## src/rtl/fifo_downsize.sv

```systemverilog
// fifo_downsize -- width-down FIFO for the AXI4 downsizing path.
//
// Each write stores one wide word together with its first and last valid
// lane. The read side walks those lanes lowest-first, one narrow lane per
// rd_en, and presents the current lane combinationally (fall-through).
// The entry is popped when its end lane is read.
//
// Ports:
//   clk, rst            clock; asynchronous active-high reset
//   wr_en               write request (accepted when not full and end>=start)
//   data_in             wide word, lane k = bits [OUT*(k+1)-1 : OUT*k]
//   start_lane/end_lane first/last valid lane of data_in
//   rd_en               consume one narrow lane (ignored when empty)
//   data_out            current lane of the head entry
//   lane_idx            index of the lane being presented
//   lane_last           presented lane is the head entry's end lane
//   fifo_full/empty/nearly_full/nearly_empty/one_from_full  entry-count flags
//
// Optional build macro FIFO_DOWNSIZE_ZERO_EMPTY_EN: while empty, data_out,
// lane_idx and lane_last are forced to zero. Without it they show whatever
// the array holds at rd_ptr.
module fifo_downsize #(
  parameter int MEM_DEPTH           = 16,
  parameter int DATA_WIDTH_IN       = 64,
  parameter int DATA_WIDTH_OUT      = 32,
  parameter int NEARLY_FULL_THRESH  = 12,
  parameter int NEARLY_EMPTY_THRESH = 2,
  localparam int RATIO  = DATA_WIDTH_IN / DATA_WIDTH_OUT,
  localparam int LANE_W = $clog2(RATIO)
) (
  input  logic                      clk,
  input  logic                      rst,
  input  logic                      wr_en,
  input  logic [DATA_WIDTH_IN-1:0]  data_in,
  input  logic [LANE_W-1:0]         start_lane,
  input  logic [LANE_W-1:0]         end_lane,
  input  logic                      rd_en,
  output logic [DATA_WIDTH_OUT-1:0] data_out,
  output logic [LANE_W-1:0]         lane_idx,
  output logic                      lane_last,
  output logic                      fifo_full,
  output logic                      fifo_empty,
  output logic                      fifo_nearly_full,
  output logic                      fifo_nearly_empty,
  output logic                      fifo_one_from_full
);

  // Tiny depths are widened to 4 entries, with thresholds to match.
  localparam bit CLAMP  = ($clog2(MEM_DEPTH) < 2);
  localparam int DEPTH  = CLAMP ? 4 : MEM_DEPTH;
  localparam int ADDR_W = $clog2(DEPTH);
  localparam int NF     = CLAMP ? 3 : NEARLY_FULL_THRESH;
  localparam int NE     = CLAMP ? 1 : NEARLY_EMPTY_THRESH;

  localparam logic [ADDR_W:0]   DEPTH_C  = (ADDR_W+1)'(DEPTH);
  localparam logic [ADDR_W:0]   DEPTH_M1 = (ADDR_W+1)'(DEPTH-1);
  localparam logic [ADDR_W:0]   NF_C     = (ADDR_W+1)'(NF);
  localparam logic [ADDR_W:0]   NE_C     = (ADDR_W+1)'(NE);
  localparam logic [ADDR_W-1:0] LAST_PTR = ADDR_W'(DEPTH-1);

  typedef struct packed {
    logic [RATIO-1:0][DATA_WIDTH_OUT-1:0] data;
    logic [LANE_W-1:0]                    start_lane;
    logic [LANE_W-1:0]                    end_lane;
  } entry_t;

  entry_t            mem [DEPTH];
  entry_t            head;
  logic [ADDR_W-1:0] wr_ptr, rd_ptr;
  logic [ADDR_W:0]   count;
  logic [LANE_W-1:0] lane_off;

  logic [LANE_W-1:0]         idx_raw;
  logic                      last_raw;
  logic [DATA_WIDTH_OUT-1:0] data_raw;
  logic                      wr_acc, rd_acc, pop;

  assign head     = mem[rd_ptr];
  assign idx_raw  = head.start_lane + lane_off;
  assign data_raw = head.data[idx_raw];
  assign last_raw = (idx_raw == head.end_lane);

  assign fifo_full          = (count == DEPTH_C);
  assign fifo_empty         = (count == '0);
  assign fifo_nearly_full   = (count >= NF_C);
  assign fifo_nearly_empty  = (count <= NE_C);
  assign fifo_one_from_full = (count == DEPTH_M1);

  // Reversed lane ranges are malformed and silently dropped.
  assign wr_acc = wr_en && !fifo_full && (end_lane >= start_lane);
  assign rd_acc = rd_en && !fifo_empty;
  assign pop    = rd_acc && last_raw;

`ifdef FIFO_DOWNSIZE_ZERO_EMPTY_EN
  assign data_out  = fifo_empty ? '0 : data_raw;
  assign lane_idx  = fifo_empty ? '0 : idx_raw;
  assign lane_last = fifo_empty ? 1'b0 : last_raw;
`else
  assign data_out  = data_raw;
  assign lane_idx  = idx_raw;
  assign lane_last = last_raw;
`endif

  // Storage is deliberately left out of reset.
  always_ff @(posedge clk) begin
    if (wr_acc) mem[wr_ptr] <= '{data: data_in, start_lane: start_lane, end_lane: end_lane};
  end

  always_ff @(posedge clk or posedge rst) begin
    if (rst) begin
      wr_ptr   <= '0;
      rd_ptr   <= '0;
      count    <= '0;
      lane_off <= '0;
    end else begin
      if (wr_acc) wr_ptr <= (wr_ptr == LAST_PTR) ? '0 : wr_ptr + ADDR_W'(1);
      if (rd_acc) begin
        if (last_raw) begin
          lane_off <= '0;
          rd_ptr   <= (rd_ptr == LAST_PTR) ? '0 : rd_ptr + ADDR_W'(1);
        end else begin
          lane_off <= lane_off + LANE_W'(1);
        end
      end
      case ({wr_acc, pop})
        2'b10:   count <= count + (ADDR_W+1)'(1);
        2'b01:   count <= count - (ADDR_W+1)'(1);
        default: count <= count;
      endcase
    end
  end

endmodule

```

## config.mk

```make
export PLATFORM = sky130hd
export DESIGN_NAME = fifo_downsize
export DESIGN_NICKNAME = d
export VERILOG_FILES = /design/src/rtl/fifo_downsize.sv
export SDC_FILE = /design/constraint.sdc
export NUM_CORES = 1
export LEC_CHECK = 0
export BUFFER_PORTS_ARGS = -buffer_cell sky130_fd_sc_hd__buf_4
export CAP_MARGIN = 20
export CORE_ASPECT_RATIO = 1.1
export CORE_UTILIZATION = 45
export DETAILED_ROUTE_END_ITERATION = 10
export PLACE_DENSITY_LB_ADDON = 0.05
export SLEW_MARGIN = 30
export SYNTH_ARGS = -nofsm -noshare
export SYNTH_HDL_FRONTEND = slang
export SYNTH_SLANG_ARGS = --single-unit
```

## constraint.sdc

```tcl
create_clock -name clk -period 7.7 [get_ports clk]
set_input_delay 2.31 -clock clk [delete_from_list [all_inputs] [get_ports clk]]
set_output_delay 2.31 -clock clk [all_outputs]
set_load 0.005 [all_outputs]
```

==> results_dict.tcl <==
set metrics [dict create \
    routedWlPerCell_microns 30.3 \
    yosysWarnings 0 \
    ctsHoldBuffers 0 \
    reg2reg_depth 13 \
    coreArea_sq_um 91000 \
    postRouteAntennaNets 0 \
    outcome "completed" \
    synth_commonest_cells "edfxtp_1 (1056), mux4_2 (293), mux2i_1 (131)" \
    finalNonFillerCells 3171 \
    path_clk_slew_ps 60 \
    drv_cap 0 \
    hold_depth 1 \
    rows 116 \
    pre_cts_slack_ps 1950 \
    dp_hpwl_mm 48.6 \
    p_per_area_nw_per_um2 377 \
    place_congestion 0.716 \
    initial_utilization 0.454 \
    syn_area_sq_um 41300 \
    antenna_found_initial 16 \
    synth_mux_area_frac 0.195 \
    grt_pass1_vias 19688 \
    clkSinkCount 1070 \
    synth_compound_area_frac 0.00409 \
    vias 18229 \
    worstSetupPathType "register to output pin" \
    end_kind "output pin" \
    leakagePower_nw 15.4 \
    ys_types 39 \
    grt_pass1_wl_mm 140 \
    worst_slack_ps 1290 \
    hold_ws_ps 609 \
    drt_wl_total_mm 96.1 \
    synth_top_cells_by_area "edfxtp_1 (77%), mux4_2 (16%), mux2i_1 (3.2%)" \
    io_buffers 108 \
    worst_pin_slew_ps 923 \
    syn_nets 1806 \
    io_pins 109 \
    dieArea_sq_um 93000 \
    syn_area_per_cell_sq_um 23.9 \
    ys_seq_area_frac 0.776 \
    clk_path_buf_depth 3 \
    setup-tns-final_ps 0 \
    yosys.area.top_type "edfxtp_1" \
    dp.cells 2968 \
    synthAdderAreaFrac 0.00321 \
    die_y_microns 320 \
    grt_usage 0.211 \
    synth_top_family_by_area "multiplexers" \
    synthMostInstantiatedCell "edfxtp_1" \
    synth_top_area_frac 0.768 \
    critPathMaxFanout 19 \
    fin_nets 1980 \
    critPathArrivalTime_ps 4100 \
    drc 0 \
    rsz0062_at_grt "false" \
    synth_xor_area_frac 0.00215 \
    fillers 7092 \
    drt_iter0_markers 1333 \
    crit_path_start_kind "register" \
    fp.dieW_microns 291 \
    synth_edf_count 1056 \
    htree_num_levels 3 \
    insertion_delay_ps 660 \
    irDropWorstVdd_uv 288 \
    hp-class "register to register" \
    firstDrtPassIters 5 \
    synthCells 1726 \
    slew_viol_final 0 \
    cts_tree "done" \
    crit_required_ps 5390 \
    fin_crit_sh 0.832 \
    area_delta_synth_final_pct 14.6 \
    max_freq_mhz 156 \
    rrSetupSlack_ps 3050 \
    ys_ff_latch 1070 \
    finalSetupViolations 0 \
    finClkSkew_ps 19.4 \
    gr-total-overflow 0 \
    numCtsBuffers 110 \
    fin_crit_ps 6410 \
    finalHoldViolCount 0 \
    post_cts_resized 0 \
    synthFlopType "edfxtp_1" \
    viasPerCell 5.75 \
    p_total_mw 17.8 \
    post-cts-setup-buffer-count 0 \
    grt_max_degree 138 \
    clk_root_buffer_cell "clkbuf_16" \
    layout-drive-gt1-share 0.309 \
    synthSimpleGateAreaFrac 0.00591 \
    postSynth.asyncResetShare 0.0131 \
    relSlewSlack 0.385 \
]
-- report_power, final --
group	internal (mW)	switching, mW	leakage, nW	total [mW]
Clock	2.85	2.15	1.65	5.00
Sequential	6.85	0.252	9.69	7.10
Combinational	2.83	2.88	4.03	5.71
Total	12.5	5.28	15.4	17.8
-- worst max-delay path, stage by stage, from the launching register on --
cell	delay (ps)
dfrtp_1	760
mux4_1	640
mux4_2	520
xor2_4	160
buf_4	490
mux4_2	650
inv_1	90
buf_4	110
-- worst paths after layout --
path,start,endpoint
worst max-delay path,rd_ptr[2]$_DFFE_PP0P_,data_out[24]
worst min-delay path,count[0]$_DFFE_PP0P_,count[0]$_DFFE_PP0P_
worst max register to register,rd_ptr[2]$_DFFE_PP0P_,count[4]$_DFFE_PP0P_
worst min register to register,count[0]$_DFFE_PP0P_,count[0]$_DFFE_PP0P_
max in group asynchronous,rst,rd_ptr[1]$_DFFE_PP0P_
min in group asynchronous,rst,wr_ptr[0]$_DFFE_PP0P_
-- metrics by stage --
step                cell area, sq um  utilization
floorplan                      41300            -
global placement               43900        0.482
detailed placement             43900        0.483
CTS                            47300        0.520
global route                   47300        0.520
finish                         47300        0.520
-- sequential cells by signal (all words and copies together) (netlist names) --
signal    flops
count         5
lane_off      1
rd_ptr        4
mem        1056
wr_ptr        4
-- cell families (layout without fill, tap and decap cells) --
logic type	after synthesis	in the layout
xor gates and xnor gates	8	8
muxes	431	431
other	0	5
adders and majority gates	10	10
AOI/OAI and AO/OA	26	26
DFF	1070	1070
buffers and inverters	129	389
and+or+nand+nor	52	52
-- layout by cell type (no fill, tap or decap), types with 4 or more instances in the layout --
cell type / count
edfxtp_1: 1056
mux4_2: 293
mux2i_1: 131
buf_4: 124
clkbuf_16: 114
inv_1: 42
clkbuf_1: 30
clkinv_1: 21
clkinv_2: 21
buf_12: 21
nand2_1: 12
nor2_4: 12
dfrtp_1: 12
ha_1: 9
o21ai_0: 7
diode_2: 5
a21oi_1: 5
nand2b_1: 5
nor3_1: 5
a21o_1: 4
mux4_1: 4
nor3_4: 4
xnor2_1: 4
bufinv_16: 4
-- area by class of cell --
cell class                 count  area (sq um)  share of cell area
inverter                      44           173             0.00365
antenna                        5          12.5            0.000265
multi-input combinational    527          8820               0.186
clock buffer                 146          2990              0.0633
tap                         1180          1480              0.0312
clock inverter                52           372             0.00786
sequential                  1070         32100               0.678
timing repair buffer         147          1390              0.0294
-- metal layers --
| metal | up-vias | GRT usage | wire [microns] |
|---|---|---|---|
| met4 | 12 | 0.0575 | 1780 |
| li1 | 7703 | - | - |
| met5 | - | 0 | 82 |
| met2 | 411 | 0.373 | 50700 |
| met1 | 9980 | 0.269 | 39200 |
| met3 | 123 | 0.0379 | 4330 |
Note: power is estimated with default switching activity, not from simulation.
